===== src/rtl/sync_fifo_flags.sv =====
// sync_fifo_flags: parameterised single-clock FIFO with occupancy count,
// almost-full/almost-empty thresholds and sticky overflow/underflow flags.
// Optional build macro FIFO_FWFT_EN selects first-word-fall-through reads;
// without it reads are registered with one cycle of latency.
module sync_fifo_flags #(
  parameter int WIDTH    = 8,
  parameter int DEPTH    = 8,
  parameter int AF_LEVEL = DEPTH - 1,
  parameter int AE_LEVEL = 1
) (
  input  logic                       clk,
  input  logic                       rst_n,
  input  logic                       wr_en,
  input  logic [WIDTH-1:0]           wr_data,
  input  logic                       rd_en,
  output logic [WIDTH-1:0]           rd_data,
  output logic                       rd_valid,
  output logic                       full,
  output logic                       empty,
  output logic                       almost_full,
  output logic                       almost_empty,
  output logic [$clog2(DEPTH):0]     count,
  output logic                       overflow,
  output logic                       underflow,
  input  logic                       clr_err
);

  localparam int AW = $clog2(DEPTH);
  localparam int CW = AW + 1;

  logic [WIDTH-1:0] mem_q [DEPTH];
  logic [AW-1:0]    wr_ptr_q, wr_ptr_d;
  logic [AW-1:0]    rd_ptr_q, rd_ptr_d;
  logic [CW-1:0]    count_q, count_d;
  logic             ovf_q, ovf_d;
  logic             udf_q, udf_d;
  logic             rd_acc, wr_acc;

  // Flags come only from the registered count, so no enable-to-flag comb path.
  assign full         = (count_q == CW'(DEPTH));
  assign empty        = (count_q == '0);
  assign almost_full  = (count_q >= CW'(AF_LEVEL));
  assign almost_empty = (count_q <= CW'(AE_LEVEL));
  assign count        = count_q;
  assign overflow     = ovf_q;
  assign underflow    = udf_q;

  // A pop frees a slot in the same cycle, so a full FIFO can still take a write.
  assign rd_acc = rd_en & ~empty;
  assign wr_acc = wr_en & (~full | rd_acc);

  // Next-state for pointers, occupancy and sticky errors (set beats clear).
  always_comb begin
    wr_ptr_d = wr_ptr_q;
    rd_ptr_d = rd_ptr_q;
    count_d  = count_q;
    ovf_d    = ovf_q;
    udf_d    = udf_q;
    if (wr_acc) wr_ptr_d = wr_ptr_q + AW'(1);
    if (rd_acc) rd_ptr_d = rd_ptr_q + AW'(1);
    case ({wr_acc, rd_acc})
      2'b10:   count_d = count_q + CW'(1);
      2'b01:   count_d = count_q - CW'(1);
      default: count_d = count_q;
    endcase
    if (clr_err) begin
      ovf_d = 1'b0;
      udf_d = 1'b0;
    end
    if (wr_en & ~wr_acc) ovf_d = 1'b1;
    if (rd_en & empty)   udf_d = 1'b1;
  end

  // Control state registers.
  always_ff @(posedge clk or negedge rst_n) begin
    if (!rst_n) begin
      wr_ptr_q <= '0;
      rd_ptr_q <= '0;
      count_q  <= '0;
      ovf_q    <= 1'b0;
      udf_q    <= 1'b0;
    end else begin
      wr_ptr_q <= wr_ptr_d;
      rd_ptr_q <= rd_ptr_d;
      count_q  <= count_d;
      ovf_q    <= ovf_d;
      udf_q    <= udf_d;
    end
  end

  // Storage array; deliberately not reset, contents are stale after reset.
  always_ff @(posedge clk) begin
    if (wr_acc) mem_q[wr_ptr_q] <= wr_data;
  end

`ifdef FIFO_FWFT_EN
  // Head entry is always visible; rd_en only acknowledges and advances it.
  assign rd_data  = mem_q[rd_ptr_q];
  assign rd_valid = ~empty;
`else
  logic [WIDTH-1:0] rd_data_q, rd_data_d;
  logic             rd_valid_q, rd_valid_d;

  // Registered read: data held after the pop, valid pulses for one cycle.
  always_comb begin
    rd_data_d  = rd_data_q;
    rd_valid_d = rd_acc;
    if (rd_acc) rd_data_d = mem_q[rd_ptr_q];
  end

  // Read output registers.
  always_ff @(posedge clk or negedge rst_n) begin
    if (!rst_n) begin
      rd_data_q  <= '0;
      rd_valid_q <= 1'b0;
    end else begin
      rd_data_q  <= rd_data_d;
      rd_valid_q <= rd_valid_d;
    end
  end

  assign rd_data  = rd_data_q;
  assign rd_valid = rd_valid_q;
`endif

endmodule

===== config.mk =====
export PLATFORM = sky130hd
export DESIGN_NAME = sync_fifo_flags
export DESIGN_NICKNAME = d
export VERILOG_FILES = /design/src/rtl/sync_fifo_flags.sv
export SDC_FILE = /design/constraint.sdc
export NUM_CORES = 1
export LEC_CHECK = 0
export CORE_ASPECT_RATIO = 1.4
export CORE_MARGIN = 8
export CORE_UTILIZATION = 25
export CTS_CLUSTER_DIAMETER = 200
export DETAILED_ROUTE_END_ITERATION = 8
export SLEW_MARGIN = 20
export SYNTH_ARGS = -nofsm -noshare
export SYNTH_HDL_FRONTEND = slang
export SYNTH_SLANG_ARGS = --single-unit

===== constraint.sdc =====
create_clock -name clk -period 2.95 [get_ports clk]
set_clock_uncertainty 0.05 [all_clocks]
set_input_delay 0.4425 -clock clk [delete_from_list [all_inputs] [get_ports clk]]
set_output_delay 0.4425 -clock clk [all_outputs]
set_load 0.01 [all_outputs]

==> impl_metrics.toml <==
[status]
status = "complete, no violations"

[critical_path]
critPathLaunchType = "register"
cp_cell_sequence = "inv_1 > ha_1 > nor3b_1 > clkdlybuf4s50_1"
cp.arrival_ns = 2.07
path_buf_inv = 2
cp_slowest_cell = "clkdlybuf4s50_1"
required_ns = 2.46
critPathMaxStageDelay_ns = 0.61
path_class = "register to output pin"
cp-end-kind = "output pin"
crit_path_max_fanout = 7
crit_family = "buffers and inverters"

[grt]
grt_pass1_wl_um = 11200
antenna_found_initial = 0
grt_overflow = 0
grt_max_degree = 35
gr-usage-all-layers_pct = 8.35
grt_pass1_vias = 2001

[cts]
root_buffer = "clkbuf_16"
ctsResizeCount = 0
clock_latency_ns = 0.33
cts_tree = "done"
h-tree-depth = 3
cts-buffers-inserted = 9
cts.path.max_buffers = 2
clk_pin_slew_ns = 0.06
cts.sink_count = 85
post_cts_buffers = 0
ctsHoldBuffers = 0

[worst_hold_path]
hold_path.class = "primary input to asynchronous set/reset pin"

[sta]
relSlewSlack_pct = 49.5
hold_violations = 0
grt_setup_unrepaired = "false"
setup_viol = 0
finalSetupTns_ns = 0
slew_violations = 0
fmaxAchievable_mhz = 390
post-route-min-period_ns = 2.56
min_period_over_period_pct = 86.9
worstMarginPinSlew_ns = 0.755

[routing]
drt-initial-drc-count = 181
drt_wl_total_um = 7020
route.layer.met1.wl_um = 2800
met2_wirelength_um = 3690
highest_layer = "met4"
viasPerCell = 4.25
wl_met3_um = 381
drt.antenna.violating_nets = 0
dr.pass1.iters = 4
wl_per_cell_um = 15.5
via_count = 1923
drc_errors = 0

[floorplan]
start_util_pct = 25.3
die_h_um = 156
dieWidth_um = 116
core_mm2 = 0.0138
row_count = 51
die_area_mm2 = 0.0180
io_pins = 32

[synth]
synthFlopType = "edfxtp_1"
postSynthAreaPerCell_um2 = 16.0
synth-seq-cells = 85
synth_enable_flop_cells = 64
synthCells = 218
yosysMostFrequentCell = "edfxtp_1"
seq_area_frac_synth_pct = 70.3
synth_warnings = 0
synth_top_area_share_pct = 55.2
yosysUniqueCellTypes = 31
synth_top_area_cell = "edfxtp_1"
async_flop_share_pct = 24.7
syn_area_mm2 = 0.00348
synth_fp_nets = 237
synth_common_cells = "edfxtp_1 (64), dfrtp_1 (21), mux2_2 (18)"
synth_area_leaders = "edfxtp_1 (55%), dfrtp_1 (15%), mux2_2 (5.8%)"

[layout]
seq_area_mm2 = 0.00245
area_delta_synth_final_pct = 24.4
fillCellCount = 1381
finalNetCount = 282
fin_area_mm2 = 0.00433
fin_cells = 453
multi_input_area_um2 = 945
num_antenna_cells = 0
drive_gt1_share_pct = 16.0

[placed_design]
placedCellCount = 437
hpwl_um = 4930
numPortBuffers = 31
dpl_cell_area_mm2 = 0.00405
gp_congestion = 0.708

[power_and_ir_drop]
vdd_drop_max_uv = 345
p_leak_nw = 1.56
powerDensity_mw_per_mm2 = 968
finalPower_mw = 4.19

[job]
cap_violations = 0
==> report_power, final <==
part | switching, mW | leakage (nW) | internal (mW)
logic | 0.696 | 0.588 | 0.695
clock network | 0.409 | 0.135 | 0.656
registers | 0.170 | 0.834 | 1.57
total | 1.27 | 1.56 | 2.92
==> stage by stage <==
| step | utilization, % | hold slack (ns) | setup slack, ns |
|---|---|---|---|
| final | 31.4 | 0.404 | 0.388 |
| after global routing | 31.4 | 0.427 | 0.242 |
| after CTS | 31.4 | 0.400 | 0.346 |
| after detailed placement | 29.4 | 0.450 | 0.314 |
| after global placement | 29.4 | 0.453 | 0.374 |
| after floorplan | - | 0.0969 | 0.561 |
==> cell type report <==
| type | count | share of cell area, % |
|---|---|---|
| sequential | 85 | 56.5 |
| inverter | 7 | 0.607 |
| tap | 185 | 5.35 |
| clock buffer | 14 | 5.64 |
| timing repair buffer | 43 | 9.25 |
| multi-input combinational | 117 | 21.8 |
| clock inverter | 2 | 0.809 |
==> path summary, 6_finish.rpt <==
kind | cells past startpoint | end | startpoint | slack [ns]
max | 4 | empty | count[0]$_DFFE_PN0P_ | 0.39
min in group clk | 2 | rd_data[1]$_DFFE_PN0P_ | rd_data[1]$_DFFE_PN0P_ | 0.45
max reg2reg | 8 | count[3]$_DFFE_PN0P_ | count[0]$_DFFE_PN0P_ | 0.55
max in group asynchronous | 2 | rd_data[2]$_DFFE_PN0P_ | rst_n | 2.22
min | 2 | count[3]$_DFFE_PN0P_ | rst_n | 0.40
min reg2reg | 2 | rd_data[1]$_DFFE_PN0P_ | rd_data[1]$_DFFE_PN0P_ | 0.45
==> registers in the layout (all words and copies together), names as in the netlist <==
register and cells:
count 4, mem_q 64, overflow 1, wr_ptr_q 3, underflow 1, rd_ptr_q 3, rd_data 8, rd_valid 1
==> kinds of logic after synthesis <==
family | share of synthesized area (%)
DFF | 70.3
AOI/OAI and AO/OA | 7.26
muxes | 10.7
and+or+nand+nor | 5.00
buffers and inverters | 2.55
xor gates and xnor gates | 2.01
adders and majority gates | 2.16
==> routing by layer <==
metal | vias to the layer above | track usage [%]
met5 | - | 0
met4 | 0 | 4.65
li1 | 915 | -
met1 | 966 | 8.64
met2 | 34 | 14.7
met3 | 8 | 2.44
==> layout by cell type (no fill, tap or decap) <==
| master | instances |
|---|---|
| mux2i_1 | 17 |
| o21ai_0 | 10 |
| dfrtp_1 | 21 |
| or4b_4 | 1 |
| nor2_1 | 9 |
| clkinv_2 | 1 |
| clkdlybuf4s50_1 | 31 |
| clkbuf_1 | 5 |
| nand2_1 | 5 |
| xor2_1 | 2 |
| a22o_1 | 8 |
| nand4b_1 | 1 |
| o31ai_1 | 8 |
| and3b_1 | 1 |
| nand3_1 | 2 |
| a21oi_2 | 1 |
| edfxtp_1 | 64 |
| nor2b_1 | 1 |
| nand3b_1 | 2 |
| nand2b_1 | 4 |
| inv_1 | 7 |
| nor3_1 | 3 |
| buf_4 | 12 |
| ha_1 | 6 |
| bufinv_16 | 1 |
| mux2_2 | 18 |
| nand4bb_1 | 1 |
| a21o_1 | 1 |
| nor3b_1 | 1 |
| clkbuf_16 | 9 |
| o22ai_1 | 9 |
| xnor2_1 | 6 |
Power figures use the tool's default switching activity.
